`src/rtl/branch_pkg.sv`:
```
// Shared encodings for the branch resolver: funct3 branch codes, FSM states and the PC step.
`timescale 1ns/1ps
package branch_pkg;

  localparam logic [2:0] F3_BEQ  = 3'b000;
  localparam logic [2:0] F3_BNE  = 3'b001;
  localparam logic [2:0] F3_BLT  = 3'b100;
  localparam logic [2:0] F3_BGE  = 3'b101;
  localparam logic [2:0] F3_BLTU = 3'b110;
  localparam logic [2:0] F3_BGEU = 3'b111;

  localparam int PC_STEP = 4;

  localparam logic [31:0] COUNT_MAX = 32'hFFFF_FFFF;

  typedef enum logic [1:0] {
    IDLE   = 2'd0,
    RESULT = 2'd1,
    FLUSH  = 2'd2
  } state_t;

endpackage

```
`src/rtl/branch_condition.sv`:
```
// Combinational branch condition decode: funct3 plus comparator flags -> taken / illegal.
`timescale 1ns/1ps
module branch_condition
  import branch_pkg::*;
(
  input  logic [2:0] funct3,
  input  logic       flag_equal,
  input  logic       flag_greater,
  input  logic       flag_greater_unsigned,
  output logic       taken,
  output logic       illegal
);

  // NOTE: every output of a combinational block gets a default first, so no
  // path through the case leaves it unassigned and infers a latch.
  always_comb begin
    taken   = 1'b0;
    illegal = 1'b0;
    case (funct3)
      F3_BEQ:  taken = flag_equal;
      F3_BNE:  taken = !flag_equal;
      F3_BLT:  taken = !flag_greater && !flag_equal;
      F3_BGE:  taken = flag_greater || flag_equal;
      F3_BLTU: taken = !flag_greater_unsigned && !flag_equal;
      F3_BGEU: taken = flag_greater_unsigned || flag_equal;
      default: illegal = 1'b1;
    endcase
  end

endmodule

```
`src/rtl/branch_resolver.sv`:
```
// Registered branch resolver with valid/ready handshake and post-mispredict flush.
// Define BRANCH_RESOLVER_STATS_EN to enable the saturating branch/mispredict counters.
`timescale 1ns/1ps
module branch_resolver
  import branch_pkg::*;
#(
  parameter int WORDSIZE     = 64,
  parameter int FLUSH_CYCLES = 2
) (
  input  logic                clk,
  input  logic                reset_n,
  input  logic                in_valid,
  output logic                in_ready,
  input  logic [2:0]          funct3,
  input  logic [WORDSIZE-1:0] pc,
  input  logic [WORDSIZE-1:0] imm,
  input  logic                predicted_taken,
  input  logic                flag_equal,
  input  logic                flag_greater,
  input  logic                flag_greater_unsigned,
  output logic                out_valid,
  input  logic                out_ready,
  output logic                taken,
  output logic [WORDSIZE-1:0] target,
  output logic [WORDSIZE-1:0] next_pc,
  output logic                mispredict,
  output logic                illegal,
  output logic                flush,
  output logic [31:0]         branch_count,
  output logic [31:0]         mispredict_count
);

  localparam int CW         = (FLUSH_CYCLES > 1) ? $clog2(FLUSH_CYCLES) : 1;
  localparam int FLUSH_LOAD = (FLUSH_CYCLES > 0) ? FLUSH_CYCLES - 1 : 0;

  state_t          state, state_next;
  logic [CW-1:0]   cnt, cnt_next;
  logic            accept, out_fire;
  logic            taken_c, illegal_c;
  logic [WORDSIZE-1:0] target_c, step_c;

  branch_condition u_cond (
    .funct3               (funct3),
    .flag_equal           (flag_equal),
    .flag_greater         (flag_greater),
    .flag_greater_unsigned(flag_greater_unsigned),
    .taken                (taken_c),
    .illegal              (illegal_c)
  );

  // Handshake signals derive only from registered state, never from out_ready.
  assign in_ready  = (state == IDLE);
  assign out_valid = (state == RESULT);
  assign flush     = (state == FLUSH);
  assign accept    = in_valid && in_ready;
  assign out_fire  = out_valid && out_ready;

  assign target_c = pc + imm;
  assign step_c   = pc + WORDSIZE'(PC_STEP);

  always_comb begin
    state_next = state;
    cnt_next   = cnt;
    case (state)
      IDLE: if (in_valid) state_next = RESULT;
      RESULT: begin
        if (out_ready) begin
          if (mispredict && (FLUSH_CYCLES > 0)) begin
            state_next = FLUSH;
            cnt_next   = CW'(FLUSH_LOAD);
          end else begin
            state_next = IDLE;
          end
        end
      end
      FLUSH: begin
        if (cnt == '0) state_next = IDLE;
        else           cnt_next   = cnt - CW'(1);
      end
      default: state_next = IDLE;
    endcase
  end

  // NOTE: sequential state uses non-blocking assignments so every register
  // samples pre-edge values regardless of statement order.
  always_ff @(posedge clk or negedge reset_n) begin
    if (!reset_n) begin
      state <= IDLE;
      cnt   <= '0;
    end else begin
      state <= state_next;
      cnt   <= cnt_next;
    end
  end

  always_ff @(posedge clk or negedge reset_n) begin
    if (!reset_n) begin
      taken      <= 1'b0;
      illegal    <= 1'b0;
      mispredict <= 1'b0;
      target     <= '0;
      next_pc    <= '0;
    end else if (accept) begin
      taken      <= taken_c;
      illegal    <= illegal_c;
      mispredict <= taken_c ^ predicted_taken;
      target     <= target_c;
      next_pc    <= taken_c ? target_c : step_c;
    end
  end

`ifdef BRANCH_RESOLVER_STATS_EN
  always_ff @(posedge clk or negedge reset_n) begin
    if (!reset_n) begin
      branch_count     <= '0;
      mispredict_count <= '0;
    end else if (out_fire) begin
      if (branch_count != COUNT_MAX) branch_count <= branch_count + 32'd1;
      if (mispredict && (mispredict_count != COUNT_MAX))
        mispredict_count <= mispredict_count + 32'd1;
    end
  end
`else
  assign branch_count     = '0;
  assign mispredict_count = '0;
`endif

endmodule
```
`config.mk`:
```
export PLATFORM = sky130hd
export DESIGN_NAME = branch_resolver
export DESIGN_NICKNAME = d
export VERILOG_FILES = /design/src/rtl/branch_pkg.sv /design/src/rtl/branch_condition.sv /design/src/rtl/branch_resolver.sv
export SDC_FILE = /design/constraint.sdc
export NUM_CORES = 1
export LEC_CHECK = 0
export ABC_CLOCK_PERIOD_IN_PS = 3100
export CORE_MARGIN = 2
export CORE_UTILIZATION = 52
export DETAILED_ROUTE_END_ITERATION = 8
export GPL_TIMING_DRIVEN = 0
export PLACE_DENSITY = 0.88
export SYNTH_ARGS = -nofsm -noshare
export SYNTH_HDL_FRONTEND = slang
export SYNTH_SLANG_ARGS = --single-unit
```
`constraint.sdc`:
```
create_clock -name clk -period 3.1 [get_ports clk]
set_input_delay 0.775 -clock clk [delete_from_list [all_inputs] [get_ports clk]]
set_output_delay 0.775 -clock clk [all_outputs]
set_load 0.01 [all_outputs]
```
After elaboration in Yosys (flattened, before gate mapping)
Cells that the tools add are included.

Output and inout port bits: 198. Flip-flop bits (word level): 134. Bits of input ports: 139.

Add/sub/neg operators: 3. Bitwise operators: 1. Reduce and logical (&&, ||, !) cells: 14. Multiplexer cells: 12. Equal/unequal tests: 11.

Operators by type and width (number): $add A64 B3 Y64 const B (1); $add A64 B64 Y64 (1); $mux W64 (1); $eq A3 B3 Y1 const B (4); $mux W2 (4); $pmux W1 S6 (1); $pmux W2 S3 (1); $reduce_and A3 Y1 (2); $reduce_or A6 Y1 (1); $mux W1 (4); $ne A2 B1 Y1 const B (2); $ne A2 B2 Y1 const B (2); $eq A3 B1 Y1 const B (1); $logic_and A1 B1 Y1 (3); $logic_not A1 Y1 (3); $logic_not A3 Y1 (1); $eq A2 B1 Y1 const B (1); $eq A2 B2 Y1 const B (1); $logic_not A2 Y1 (1); $logic_or A1 B1 Y1 (2); $pmux W1 S2 (1); $reduce_bool A2 Y1 (1); $sub A1 B1 Y1 const B (1); $xor A1 B1 Y1 (1).

Depth between registers and ports, before layout
Gate-level depths: netlist of run 1.

Depth in word-level cells: 4. Depth in mapped cells: 12. Gate-level depth less buffers: 12.

Cells and area by module
Synthesis of run 1 repeated with hierarchy kept, for this count alone.

Cells, all modules: 1318. Area, all modules: 10676.5 um^2.

By module, submodules not included: branch_resolver (cells each 1307, times used 1, area an instance 10596.4 um^2, sequential area each 3353.2 um^2); branch_condition (cells each 11, times used 1, area an instance 80.1 um^2, sequential area each 0.0 um^2).

Worst setup path before layout of run 1
No wires, ideal clock.

Path kind: input to register. Start: input pc[0]. End: register next_pc[62]. Slack: -0.119 ns. Cell stages on the path: 12. Required time: 2.974 ns. Arrival: 3.093 ns. Cell sequence: ha_1 -> fa_1 -> a211oi_1 -> o21ai_0 -> nand3_1 -> a2111oi_2 -> o21ai_1 -> nand3_2 -> a31oi_1 -> o21ai_1 -> mux2i_1 -> a221o_1.

Cells in the longest elaborated chain, start to end: 2.

RTL lines: from (decl) (RTL line branch_resolver.sv:15) `input logic [WORDSIZE-1:0] pc,`; $add A64 B3 Y64 / $add A64 B64 Y64 (equally long branches) (RTL line branch_resolver.sv:59, branch_resolver.sv:58); $mux W64 (*) (RTL line branch_resolver.sv:108) `next_pc <= taken_c ? target_c : step_c;`; to (signal assigned) (RTL line branch_resolver.sv:108); to (decl) (RTL line branch_resolver.sv:25) `output logic [WORDSIZE-1:0] next_pc,`.

Mark *: on every way between the ends. The rest lies on a longest branch, timed or not. A chain may end at the register's enable or synchronous reset.

Worst setup path in the final report of run 1
Start: input imm[19]. End: register target[60].

Cells in the longest elaborated chain, start to end: 1.

RTL lines: from (decl) (RTL line branch_resolver.sv:16) `input logic [WORDSIZE-1:0] imm,`; $add A64 B64 Y64 (RTL line branch_resolver.sv:58) `assign target_c = pc + imm;`; to (signal assigned) (RTL line branch_resolver.sv:107) `target <= target_c;`; to (decl) (RTL line branch_resolver.sv:24) `output logic [WORDSIZE-1:0] target,`.

Every way passes these cells.

==> results of run 1 <==
-- routing by layer --
layer	track usage, %	routed length [um]	vias up
met5	0	26	-
met1	50.6	18200	6264
met4	26.5	3430	4
li1	-	-	5694
met3	10.0	5110	267
met2	68.6	22800	1023
-- kinds of logic (layout without fill, tap and decap cells) --
logic type	after synthesis	count (layout)	share of synthesized area [%]
compound gates	412	412	22.8
xor+xnor	121	121	9.63
fa+ha+maj	65	65	7.46
buf+inv	152	537	7.49
flops	134	134	30.5
mux	20	20	2.00
other cells	1	64	0.0341
simple gates	481	481	20.1
-- flip-flops by register name, summed over array words and instances, names as in the netlist --
name	cells
cnt	1
illegal	1
target	64
state	2
taken	1
mispredict	1
next_pc	64
-- final cells by class --
class	instances	area (um2)
buffer	110	708
clock buffer	19	433
tap	275	344
multi-input combinational	1163	8490
inverter	17	63.8
clock inverter	13	196
sequential	134	3350
timing repair buffer	378	3450
fill	1337	3860
-- stage by stage --
step	power (uW)	instance area (um2)	hold WS [ps]	setup slack, ps
after floorplan	5540	11300	475	-45.0
after global placement	8420	14400	454	-4050
after detailed placement	8570	14400	462	-1560
after CTS	11100	16400	355	0.326
after global routing	12000	17000	366	-133
final	11600	17000	316	-77.5
-- path summary, 6_finish.rpt --
path	cells after the start	slack, ps	startpoint	end
min in group clk	2	480	target[0]$_DFFE_PN0P_	target[0]$_DFFE_PN0P_
max in group asynchronous	2	1970	reset_n	target[29]$_DFFE_PN0P_
min reg2reg	2	480	target[0]$_DFFE_PN0P_	target[0]$_DFFE_PN0P_
max	12	-80	imm[19]	target[60]$_DFFE_PN0P_
max reg2reg	7	150	state[0]$_DFFE_PN0P_	target[22]$_DFFE_PN0P_
min	1	320	reset_n	target[59]$_DFFE_PN0P_
-- timing repair --
action	4_1_cts	5_1_grt
setup endpoints to repair	104	95
endpoints found under the hold margin	0	0
resized for setup	387	211
pin swaps	89	102
buffers inserted	67	39
-- synthesized netlist by cell type, types with 37 or more instances --
library cell	count	area [um2]
sky130_fd_sc_hd__nand2_1	209	785
sky130_fd_sc_hd__clkbuf_1	59	221
sky130_fd_sc_hd__buf_4	66	495
sky130_fd_sc_hd__a21o_1	46	345
sky130_fd_sc_hd__a21oi_1	116	581
sky130_fd_sc_hd__nand3_1	38	190
sky130_fd_sc_hd__nor2_1	104	390
sky130_fd_sc_hd__ha_1	64	801
sky130_fd_sc_hd__o21ai_0	131	656
sky130_fd_sc_hd__dfrtp_1	134	3350
sky130_fd_sc_hd__xor2_1	50	438
sky130_fd_sc_hd__nand4_1	37	231
sky130_fd_sc_hd__xnor2_1	71	622
-- report_power, final --
group / switching (uW) / total [uW] / internal, uW
registers: 567 / 3170 / 2600
logic: 3200 / 6120 / 2920
clock network: 907 / 2270 / 1360
==> flow_metrics.py, run 1 <==
metrics = {
    "status": {
        "run_status": "complete, but fails checks",
        "failing_checks": "setup timing",
    },
    "floorplan": {
        "num_rows": 53,
        "floorplan.initialDensity_pct": 52.7,
        "design.core.area_um2": 20900,
        "die_height_um": 149,
        "die_width_um": 149,
        "io_pins": 337,
        "floorplan.die_area_um2": 22300,
    },
    "setup_path": {
        "crit_end_category": "flop",
        "crit_path_max_incr_delay_ps": 330,
        "crit_path_start_kind": "input port",
        "crit_path_frequent_cell": "sky130_fd_sc_hd__a21oi_2",
        "required_ps": 3480,
        "worstPathCellList": "dlygate4sd2_1 > ha_4 > nand2_2 > nor3_4 > nand4_1 > a21oi_2 > o21ai_2 > a21oi_2 > nand2b_4 > nand2_4 > a221oi_4 > mux2_4",
        "path_class": "in -> reg",
        "worstPathArrival_ps": 3550,
        "bufs_and_invs_on_worst_path": 1,
        "critical_path_s_top_delay_family": "simple AND/OR/NAND/NOR gates",
        "timing.critical_path.fanout_max": 4,
        "critical-path-slowest-cell": "sky130_fd_sc_hd__nor3_4",
    },
    "placement": {
        "gp_congestion": 0.971,
        "place.detailed.hpwl_um": 34800,
        "io_buffer_count": 272,
        "placed_cells": 1997,
    },
    "sta": {
        "skew_ps": 10.4,
        "fin_tns_setup_ps": -256,
        "setup_slack_ps": -77.5,
        "timing.final.crit_period_ps": 3180,
        "worst_margin_pin_slew_ps": 992,
        "layout_worst_path_cycle_share_pct": 103,
        "clock.fmax_mhz": 315,
        "report.final.slew_viol_count": 0,
        "rsz0062_at_grt": "yes",
        "setup_violations": 10,
        "finalHoldViolations": 0,
        "timing.slew.headroom_pct": 33.9,
    },
    "clock_network": {
        "numCtsBuffers": 17,
        "cts_hold_buf": 0,
        "h-tree-depth": 4,
        "clkSlewWorstSetupHoldPaths_ps": 60,
        "clock-sinks": 134,
        "cts.path.max_buffers": 2,
        "cts_root_buf": "sky130_fd_sc_hd__clkbuf_16",
        "tritoncts": "built",
        "clock_network_latency_to_the_later_pin_of_the_worst_skew_pair_ps": 440,
    },
    "layout": {
        "layout_common_cells": "sky130_fd_sc_hd__nand2_1 (193), sky130_fd_sc_hd__clkdlybuf4s50_1 (177), sky130_fd_sc_hd__buf_4 (165)",
        "areaGrowthSynthToFinish_pct": 54.8,
        "final_util_pct": 81.5,
        "layout-drive-gt1-share_pct": 26.6,
        "finish.net_count": 2025,
        "insertedDiodeCount": 0,
        "final_common_cell": "sky130_fd_sc_hd__nand2_1",
        "instances_no_fill": 2109,
    },
    "pwr": {
        "cellLeakagePower_uw": 0.00752,
        "power.ir.vdd_worst_mv": 0.515,
        "power.density_nw_per_um2": 678,
    },
    "logic_synthesis": {
        "async_flop_share_pct": 100,
        "synthesis.area_um2": 11000,
        "yosys_register_bits": 134,
        "synth_enable_flop_cells": 0,
        "ys_seq_area_share_pct": 30.5,
        "synthesis.instances": 1386,
        "ys_dominant_reg_cell": "sky130_fd_sc_hd__dfrtp_1",
        "ys.warnings.count": 0,
        "synth.lib_cells_used.distinct": 76,
        "avg_synthesized_cell_area_um2": 7.94,
    },
    "flow_run": {
        "max-cap-violations": 0,
    },
    "grt": {
        "grt_residual_overflow": 0,
        "initial_antenna_violation_count": 1,
        "grt_pass1_wl_um": 71800,
        "grtUsageTotal_pct": 42.3,
        "grt_pass1_vias": 12700,
        "grt_start_max_net_pins": 73,
    },
    "drt": {
        "drc": 0,
        "routed_via_density": 6.28,
        "final_antenna_net_count": 0,
        "totalWireLength_um": 49600,
        "route.vias.total": 13300,
        "drt_iter0_markers": 1213,
        "dr.pass1.iters": 6,
        "avgRoutedWirePerCell_um": 23.5,
    },
    "worst_hold_path": {
        "worstHoldPathType": "in -> async",
    },
}
No activity file was read; power rests on OpenSTA's default activity.
==> run 2, diff against run 1 <==
- ABC_CLOCK_PERIOD_IN_PS: 3100 -> 3500
- CORE_UTILIZATION: 52 -> 49
- PLACE_DENSITY: 0.88 -> 0.83
- clock period: 3.1 -> 3.5 ns (I/O delays scaled with it)
==> run 2 against run 1 <==
The run still ends with setup timing left. Count of clock-buffer cells in the layout down 1. Cell count fell by 2.3%. Largest power group unchanged. Non-clock buffer count fell by 53. Flip-flop and latch count is the same. First-iteration DRC count down 25%. Routed wire length down 8.4%. Highest routed layer is now met4. Critical endpoint is now next_pc[57]$_DFFE_PN0P_. Global-route usage shrank 5.1 points.
==> flow_metrics.py, run 2 (synthesis gave the netlist of run 1 again) <==
metrics = {
    "clock_network": {
        "cts_root_buf": "sky130_fd_sc_hd__clkbuf_16",
        "tritoncts": "built",
        "clock_network_latency_to_the_later_pin_of_the_worst_skew_pair_ps": 440,
        "cts_hold_buf": 0,
        "numCtsBuffers": 17,
        "clock-sinks": 134,
        "clkSlewWorstSetupHoldPaths_ps": 70,
        "cts.path.max_buffers": 2,
        "h-tree-depth": 4,
    },
    "sta": {
        "timing.slew.headroom_pct": 24.6,
        "fin_tns_setup_ps": -15.5,
        "layout_worst_path_cycle_share_pct": 100,
        "timing.hold.ws_ps": 362,
        "setup_slack_ps": -11.2,
        "skew_ps": 13.1,
        "worst_margin_pin_slew_ps": 1130,
        "report.final.slew_viol_count": 0,
        "clock.fmax_mhz": 285,
        "setup_violations": 2,
        "rsz0062_at_grt": "yes",
        "timing.final.crit_period_ps": 3510,
        "finalHoldViolations": 0,
    },
    "placement": {
        "place.detailed.hpwl_um": 34200,
        "io_buffer_count": 272,
        "placed_cells": 2002,
        "gp_congestion": 1.00,
        "dpl_cell_area_um2": 14300,
    },
    "drt": {
        "route.vias.total": 12300,
        "avgRoutedWirePerCell_um": 22.1,
        "final_antenna_net_count": 0,
        "drc": 0,
        "totalWireLength_um": 45500,
        "drt_iter0_markers": 912,
        "dr.pass1.iters": 6,
        "routed_via_density": 5.96,
    },
    "grt": {
        "initial_antenna_violation_count": 0,
        "grt_pass1_vias": 11900,
        "grt_pass1_wl_um": 67900,
        "grt_start_max_net_pins": 87,
        "grt_residual_overflow": 0,
        "grtUsageTotal_pct": 37.2,
    },
    "worst_hold_path": {
        "worstHoldPathType": "in -> async",
    },
    "pwr": {
        "cellInternalPower_uw": 5670,
        "power.ir.vdd_worst_mv": 0.383,
        "power.density_nw_per_um2": 598,
        "combinationalPowerShare_pct": 52.7,
        "p_sw_share_pct": 41.0,
        "cellLeakagePower_uw": 0.00719,
        "netSwitchingPower_uw": 3940,
        "p_seq_share_pct": 29.1,
        "power.clock.fraction_pct": 18.2,
    },
    "layout": {
        "largest_registers": "next_pc x64, target x64, state x2",
        "areaGrowthSynthToFinish_pct": 46.1,
        "instances_no_fill": 2061,
        "layout_common_cells": "sky130_fd_sc_hd__clkdlybuf4s50_1 (207), sky130_fd_sc_hd__nand2_1 (204), sky130_fd_sc_hd__dfrtp_1 (134)",
        "insertedDiodeCount": 0,
        "final_common_cell": "sky130_fd_sc_hd__clkdlybuf4s50_1",
        "postLayoutCellArea_um2": 16100,
        "layout-drive-gt1-share_pct": 16.8,
        "finish.net_count": 1972,
        "seqCellArea_um2": 3350,
        "n_fill_cell": 1758,
        "multi_input_area_um2": 7920,
    },
    "setup_path": {
        "critical-path-slowest-cell": "sky130_fd_sc_hd__dlygate4sd2_1",
        "worstRegToRegCells": 6,
        "r2r_slack_ps": 370,
        "cp-startpoint": "pc[10]",
        "crit_path_max_incr_delay_ps": 380,
        "path_class": "in -> reg",
        "regToRegStartpoint": "state[0]$_DFFE_PN0P_",
        "crit_end_category": "flop",
        "worstPathArrival_ps": 3830,
        "crit_path_start_kind": "input port",
        "regToRegEndpoint": "target[2]$_DFFE_PN0P_",
        "required_ps": 3820,
        "worstPathCellList": "dlygate4sd2_1 > ha_1 > buf_6 > nand4_1 > nor4_4 > o211ai_1 > o211ai_1 > buf_4 > o31ai_4 > a21boi_4 > a221oi_4 > buf_4 > nor4_1 > a311o_1",
        "timing.critical_path.fanout_max": 7,
    },
    "floorplan": {
        "floorplan.initialDensity_pct": 50.1,
        "floorplan.die_area_um2": 23700,
        "design.core.area_um2": 22000,
        "io_pins": 337,
        "die_height_um": 154,
        "die_width_um": 154,
        "num_rows": 54,
    },
    "flow_run": {
        "max-cap-violations": 0,
    },
    "status": {
        "failing_checks": "setup timing",
        "run_status": "complete, but fails checks",
    },
}
==> run 2: cell count changes in the layout (fill, tap and decap cells not counted), moves of 15 or more <==
cell | previous run | this run
sky130_fd_sc_hd__buf_4 | 165 | 109
sky130_fd_sc_hd__clkbuf_2 | 25 | 7
sky130_fd_sc_hd__ha_4 | 51 | 28
sky130_fd_sc_hd__buf_2 | 19 | 0
sky130_fd_sc_hd__dlymetal6s2s_1 | 13 | 28
sky130_fd_sc_hd__ha_1 | 9 | 28
sky130_fd_sc_hd__clkdlybuf4s50_1 | 177 | 207
==> run 2: through the flow <==
step	util [%]	worst slack, ps	total power (uW)
after floorplan	-	181	4900
after CTS	71.3	0.623	9430
final	73.2	-11.2	9610
after global placement	65.2	-3750	7460
after detailed placement	65.3	-1220	7540
after global routing	73.2	-42.5	10100
==> run 2: worst max path at each step <==
stage                               to  slack (ps)
2_1_floorplan  next_pc[62]$_DFFE_PN0P_         180
3_3_place_gp   next_pc[53]$_DFFE_PN0P_       -3750
3_5_place_dp    target[60]$_DFFE_PN0P_       -1220
4_1_cts        next_pc[57]$_DFFE_PN0P_         0.6
5_1_grt        next_pc[62]$_DFFE_PN0P_         -40
6_report       next_pc[57]$_DFFE_PN0P_         -10
==> run 2: worst max-delay path, delay by kind of cell <==
family | cells | cell delay, ps
and+or+nand+nor | 3 | 270
adders and majority gates | 1 | 300
AOI/OAI and AO/OA | 6 | 1520
buffers and inverters | 4 | 870
==> run 2: layout make-up <==
type                            count  area share, %
Tap cell                          280           2.18
Multi-Input combinational cell   1163           49.3
Clock buffer                       18           2.73
Timing Repair Buffer              317           19.3
Inverter                           17          0.397
Sequential cell                   134           20.9
Buffer                            118           4.60
Clock inverter                     14          0.716
==> run 2: what timing repair did <==
action,4_1_cts,5_1_grt
buffers inserted,26,18
pin swaps,36,42
gates resized for setup,148,99
endpoints found under the setup margin,74,50
gates cloned,0,0
==> run 2: per-layer routing <==
layer  global-route usage, %  vias to the layer above  routed length (um)
li1                        -                     5570                   -
met1                    48.2                     5851               18200
met2                    59.7                      711               20700
met3                    7.27                      153                4060
met4                    18.4                        0                2440
met5                       0                        -                   0
==> run 2: power groups by stage <==
stage,registers (uW),clock network [uW],logic [uW]
after global routing,2870,1820,5410
after CTS,2780,1750,4910
final,2790,1750,5070
after detailed placement,2790,0,4750
after global placement,2770,0,4690
after floorplan,3050,0,1850
